`src/rtl/text_writer.sv`:
```
// Character-stream writer: cursor tracking, control codes and screen clear for the text-mode buffer.
// Optional per-row clear on every row change: define TEXT_WRITER_CLEAR_LINE_EN.
`ifndef FONT_WIDTH
`define FONT_WIDTH 8
`endif

module text_writer #(
  parameter int COLS   = 80,
  parameter int ROWS   = 60,
  parameter int ADDR_W = 13
) (
  input  logic                      px_clk,
  input  logic                      rst_n,
  input  logic [`FONT_WIDTH-1:0]    in_char,
  input  logic                      in_valid,
  output logic                      in_ready,
  output logic                      wr_en,
  output logic [ADDR_W-1:0]         wr_addr,
  output logic [`FONT_WIDTH-1:0]    wr_data,
  output logic [$clog2(COLS)-1:0]   cur_x,
  output logic [$clog2(ROWS)-1:0]   cur_y
);
  localparam int FW    = `FONT_WIDTH;
  localparam int XW    = $clog2(COLS);
  localparam int YW    = $clog2(ROWS);
  localparam int CELLS = COLS * ROWS;

  localparam logic [FW-1:0] C_SP = FW'(32'h20);
  localparam logic [FW-1:0] C_FF = FW'(32'h0C);
  localparam logic [FW-1:0] C_CR = FW'(32'h0D);
  localparam logic [FW-1:0] C_LF = FW'(32'h0A);
  localparam logic [FW-1:0] C_BS = FW'(32'h08);

`ifdef TEXT_WRITER_CLEAR_LINE_EN
  typedef enum logic [1:0] {IDLE, CLR_SCR, CLR_LINE} state_t;
`else
  typedef enum logic [1:0] {IDLE, CLR_SCR} state_t;
`endif

  state_t            r_state;
  logic [ADDR_W:0]   r_cnt;
  logic [XW-1:0]     r_x;
  logic [YW-1:0]     r_y;
  logic              r_wr_en;
  logic [ADDR_W-1:0] r_wr_addr;
  logic [FW-1:0]     r_wr_data;

  logic [ADDR_W-1:0] w_row_base;
  logic [ADDR_W-1:0] w_addr;
  logic [YW-1:0]     w_ny;
  logic              w_acc;

  assign w_row_base = ADDR_W'(r_y) * ADDR_W'(COLS);
  assign w_addr     = w_row_base + ADDR_W'(r_x);
  assign w_ny       = (r_y == YW'(ROWS - 1)) ? '0 : r_y + 1'b1;
  assign w_acc      = in_valid && (r_state == IDLE);

  assign in_ready = (r_state == IDLE);
  assign wr_en    = r_wr_en;
  assign wr_addr  = r_wr_addr;
  assign wr_data  = r_wr_data;
  assign cur_x    = r_x;
  assign cur_y    = r_y;

  always_ff @(posedge px_clk or negedge rst_n) begin
    if (!rst_n) begin
      r_state   <= CLR_SCR;
      r_cnt     <= '0;
      r_x       <= '0;
      r_y       <= '0;
      r_wr_en   <= 1'b0;
      r_wr_addr <= '0;
      r_wr_data <= '0;
    end else begin
      r_wr_en <= 1'b0;
      case (r_state)
        IDLE: if (w_acc) begin
          case (in_char)
            C_FF: begin
              r_state <= CLR_SCR;
              r_cnt   <= '0;
            end
            C_CR: r_x <= '0;
            C_LF: begin
              r_x <= '0;
              r_y <= w_ny;
`ifdef TEXT_WRITER_CLEAR_LINE_EN
              r_state <= CLR_LINE;
              r_cnt   <= '0;
`endif
            end
            C_BS: if (r_x != '0) begin
              r_x       <= r_x - 1'b1;
              r_wr_en   <= 1'b1;
              r_wr_addr <= w_addr - 1'b1;
              r_wr_data <= C_SP;
            end
            default: begin
              r_wr_en   <= 1'b1;
              r_wr_addr <= w_addr;
              r_wr_data <= in_char;
              if (r_x == XW'(COLS - 1)) begin
                r_x <= '0;
                r_y <= w_ny;
`ifdef TEXT_WRITER_CLEAR_LINE_EN
                r_state <= CLR_LINE;
                r_cnt   <= '0;
`endif
              end else begin
                r_x <= r_x + 1'b1;
              end
            end
          endcase
        end
        // One spare cycle after the last write so in_ready rises after the final clear strobe.
        CLR_SCR: begin
          if (r_cnt == (ADDR_W+1)'(CELLS)) begin
            r_state <= IDLE;
            r_x     <= '0;
            r_y     <= '0;
          end else begin
            r_wr_en   <= 1'b1;
            r_wr_addr <= r_cnt[ADDR_W-1:0];
            r_wr_data <= C_SP;
            r_cnt     <= r_cnt + 1'b1;
          end
        end
`ifdef TEXT_WRITER_CLEAR_LINE_EN
        CLR_LINE: begin
          r_wr_en   <= 1'b1;
          r_wr_addr <= w_row_base + r_cnt[ADDR_W-1:0];
          r_wr_data <= C_SP;
          r_cnt     <= r_cnt + 1'b1;
          if (r_cnt == (ADDR_W+1)'(COLS - 1)) begin
            r_state <= IDLE;
            r_x     <= '0;
          end
        end
`endif
        default: r_state <= IDLE;
      endcase
    end
  end
endmodule

```
`config.mk`:
```
export PLATFORM = sky130hd
export DESIGN_NAME = text_writer
export DESIGN_NICKNAME = d
export VERILOG_FILES = /design/src/rtl/text_writer.sv
export SDC_FILE = /design/constraint.sdc
export NUM_CORES = 1
export LEC_CHECK = 0
export CORE_ASPECT_RATIO = 0.7
export CORE_MARGIN = 4
export CORE_UTILIZATION = 50
export DETAILED_ROUTE_END_ITERATION = 12
export HOLD_SLACK_MARGIN = 0.15
export PLACE_DENSITY = 0.8
export SLEW_MARGIN = 20
export SYNTH_ARGS = -nofsm -noshare
export SYNTH_HDL_FRONTEND = slang
export SYNTH_SLANG_ARGS = --single-unit
```
`constraint.sdc`:
```
create_clock -name px_clk -period 6.8 [get_ports px_clk]
set_input_delay 1.7 -clock px_clk [delete_from_list [all_inputs] [get_ports px_clk]]
set_output_delay 1.7 -clock px_clk [all_outputs]
set_load 0.1 [all_outputs]
```
==> run metrics <==
Flop pwr share 0.543; Sink Count 50; Post-Place Cell Area 3940 µm²; data arrival time of the worst path 2730 ps; Final Max Tran Viols 0; ant diodes 0; pwr dens 140.5 nW/µm²; clock tree buffer depth 2; gpl congestion 0.8430; Int Power 0.4002 mW; Pre-antenna DRT Iters 5; Hold Crit Class flop to flop; H-tree levels 2; ys flop type dfrtp_1; status finished, final reports clean; Top Metal Used met4; Setup Viol. Count Final 0; hold_ws 485.6 ps; vias in the first global route 2,823; starting density of the core 0.5304; largest net degree at the start of global routing 33; Switching Fraction 0.2945; Setup crit start kind flop; fin area 4038 µm²; Netlist cell types 63; Mean Syn Cell Area 8.784 µm²; antenna-violating nets left 0; commonest non-fill, non-tap cell in the layout dfrtp_1; Tcrit/Tclk final 0.6518; Worst VDD drop 0.07611 mV; first-pass GRT wire length 14,330 µm; fill count 580; metal2 WL 3844 µm; wire length on met3 619 µm; reg2reg start cur_y[1]$_DFFE_PN0P_; Combinational Power Share 0.115; TritonCTS Buffers 5; hold wc startpoint wr_data[2]$_DFFE_PN0P_; worst-skew pair later-pin latency 320 ps; Max-Cap Viols 0; Syn Nets 419; die width 106.7 µm; async set or reset register ratio after synthesis 1.000; # port buffers 46; Slew @ Worst Pin 987.9 ps; Worst EP required 5100 ps; hpwl dp 6476 µm; Mapped Area 3408 µm²; nets 462; Period minus WS final 4432 ps; DRT iter0 DRCs 225; Final Routed Wirelength 8884 µm; Worst Skew 12.53 ps; die height 77.08 µm; gr ovfl total 0; I/O pins 47; final hold violations 0; Pleak 1.742 nW; Clock Power Share 0.341; vias post-DR 3,067; clk slew on worst S/H paths 110 ps; max frequency 225.6 MHz; layout cells sized above 1 0.07407; most frequent cells in the layout dfrtp_1, nand2_1, clkdlybuf4s50_1; final setup TNS 0 ps; warnings from Yosys 0; CTS tree yes; length of routed wiring on met1 4352 µm; GRT Total Usage 0.2141; vias per inst 5.864; DRC Markers 0; Area Overhead vs Synth 18.47%; switching power 0.1670 mW; Core Box Area 6426 µm²; RSZ-0062 raised after global routing false; Post-synth EDFFs 0; initial antenna violation count 0; Slew headroom 0.3394; row count 24; Setup Buffers After CTS 0; hold buffer count at CTS 0; Critical Path Sink Type output port; WL per Instance 16.99 µm; worst-path maximum fanout 27; flops & latches, synth 50; Root Driver clkbuf_8; Seq/Total Area, Yosys 0.3675; Post-Syn Instances 388; Critical path origin r_state[0]$_DFFE_PN1P_; WS Path Type flop to output port; full die area 8222 µm²; CTS-repair resized insts 0
[per-layer routing]
metal	vias to the layer above	global-route usage
li1	1464	-
met1	1455	0.3293
met2	141	0.3166
met3	7	0.03356
met4	0	0.04598
met5	-	0
[worst max-delay path, stage by stage (launching register included)]
cell	delay [ps]
dfstp_2	900
inv_1	420
clkdlybuf4s50_1	1080
[registers in the layout, indices dropped and copies added, names as in the netlist]
signal and count:
wr_en 1, wr_addr 13, cur_y 6, r_state 1
r_cnt 14, wr_data 8, cur_x 7
[final timing paths]
path	end	slack, ps	cells past startpoint
max	in_ready	2370	2
min	wr_data[2]$_DFFE_PN0P_	490	2
max reg2reg	wr_addr[12]$_DFFE_PN0P_	3550	10
min reg2reg	wr_data[2]$_DFFE_PN0P_	490	2
max in group asynchronous	r_state[0]$_DFFE_PN1P_	4910	2
min in group asynchronous	wr_data[4]$_DFFE_PN0P_	1310	1
[power groups by stage]
stage	registers, mW	logic [mW]	clock network [mW]
final	0.308	0.0655	0.194
after global routing	0.309	0.0699	0.210
after CTS	0.308	0.0657	0.196
after detailed placement	0.314	0.0656	0
after global placement	0.314	0.0632	0
after floorplan	0.333	0.0194	0
[layout make-up]
cell class                 count  area, µm²  area share
clock buffer                   5      68.82     0.01704
multi-input combinational    306       2009      0.4977
tap                           91      113.9     0.02820
sequential                    50       1252      0.3102
timing repair buffer          48      483.0      0.1196
inverter                      20      81.33     0.02014
clock inverter                 3      28.78    0.007127
[cell families (layout without fill, tap and decap cells)]
logic type               after synthesis  count (layout)  synth area share
adder cells (fa/ha/maj)               20              20           0.07783
multiplexers                           6               6           0.02093
XOR/XNOR                              31              31           0.07966
buffers and inverters                 32              76           0.04295
AND/OR/NAND/NOR                      157             157            0.2379
AO/OA/AOI/OAI                         92              92            0.1733
flip-flops                            50              50            0.3675
[synth_stat cells (2+ instances only)]
| master | number | share of area |
|---|---|---|
| a22oi_1 | 2 | 0.0044 |
| xnor2_1 | 19 | 0.049 |
| o32a_1 | 2 | 0.0059 |
| o31a_1 | 2 | 0.0051 |
| nand2_1 | 46 | 0.051 |
| nor4_1 | 4 | 0.0073 |
| inv_1 | 18 | 0.020 |
| or3_1 | 5 | 0.0092 |
| xor2_1 | 12 | 0.031 |
| dfrtp_1 | 49 | 0.36 |
| and3_1 | 4 | 0.0073 |
| clkbuf_1 | 8 | 0.0088 |
| nor3_1 | 11 | 0.016 |
| nor2_1 | 35 | 0.039 |
| or4b_4 | 2 | 0.0081 |
| nor3b_1 | 2 | 0.0044 |
| nand3_1 | 20 | 0.029 |
| a21o_1 | 3 | 0.0066 |
| a22o_1 | 3 | 0.0077 |
| fa_1 | 2 | 0.012 |
| nand2b_1 | 2 | 0.0037 |
| o22ai_1 | 6 | 0.011 |
| mux2i_1 | 3 | 0.0088 |
| o21ai_0 | 27 | 0.040 |
| ha_1 | 18 | 0.066 |
| nand4_1 | 2 | 0.0037 |
| o31ai_1 | 2 | 0.0044 |
| or2_2 | 3 | 0.0055 |
| a211oi_1 | 2 | 0.0044 |
| o21ai_1 | 2 | 0.0029 |
| and2_1 | 2 | 0.0037 |
| o21a_1 | 2 | 0.0044 |
| o41ai_1 | 3 | 0.0077 |
| nor2b_1 | 8 | 0.015 |
| mux2_4 | 2 | 0.0088 |
| a31oi_1 | 3 | 0.0055 |
| a21oi_1 | 25 | 0.037 |
| buf_6 | 2 | 0.0066 |
[metrics by stage]
stage / power [mW] / setup WS, ps / cells / utilization
2_1_floorplan: 0.3521 / 3286 / 388 / -
3_3_place_gp: 0.3769 / 2383 / 514 / 0.6100
3_5_place_dp: 0.3793 / 2280 / 515 / 0.6131
4_1_cts: 0.5698 / 2402 / 523 / 0.6283
5_1_grt: 0.5888 / 2249 / 523 / 0.6283
6_report: 0.5673 / 2368 / 523 / 0.6283
Power figures use the tool's default switching activity.
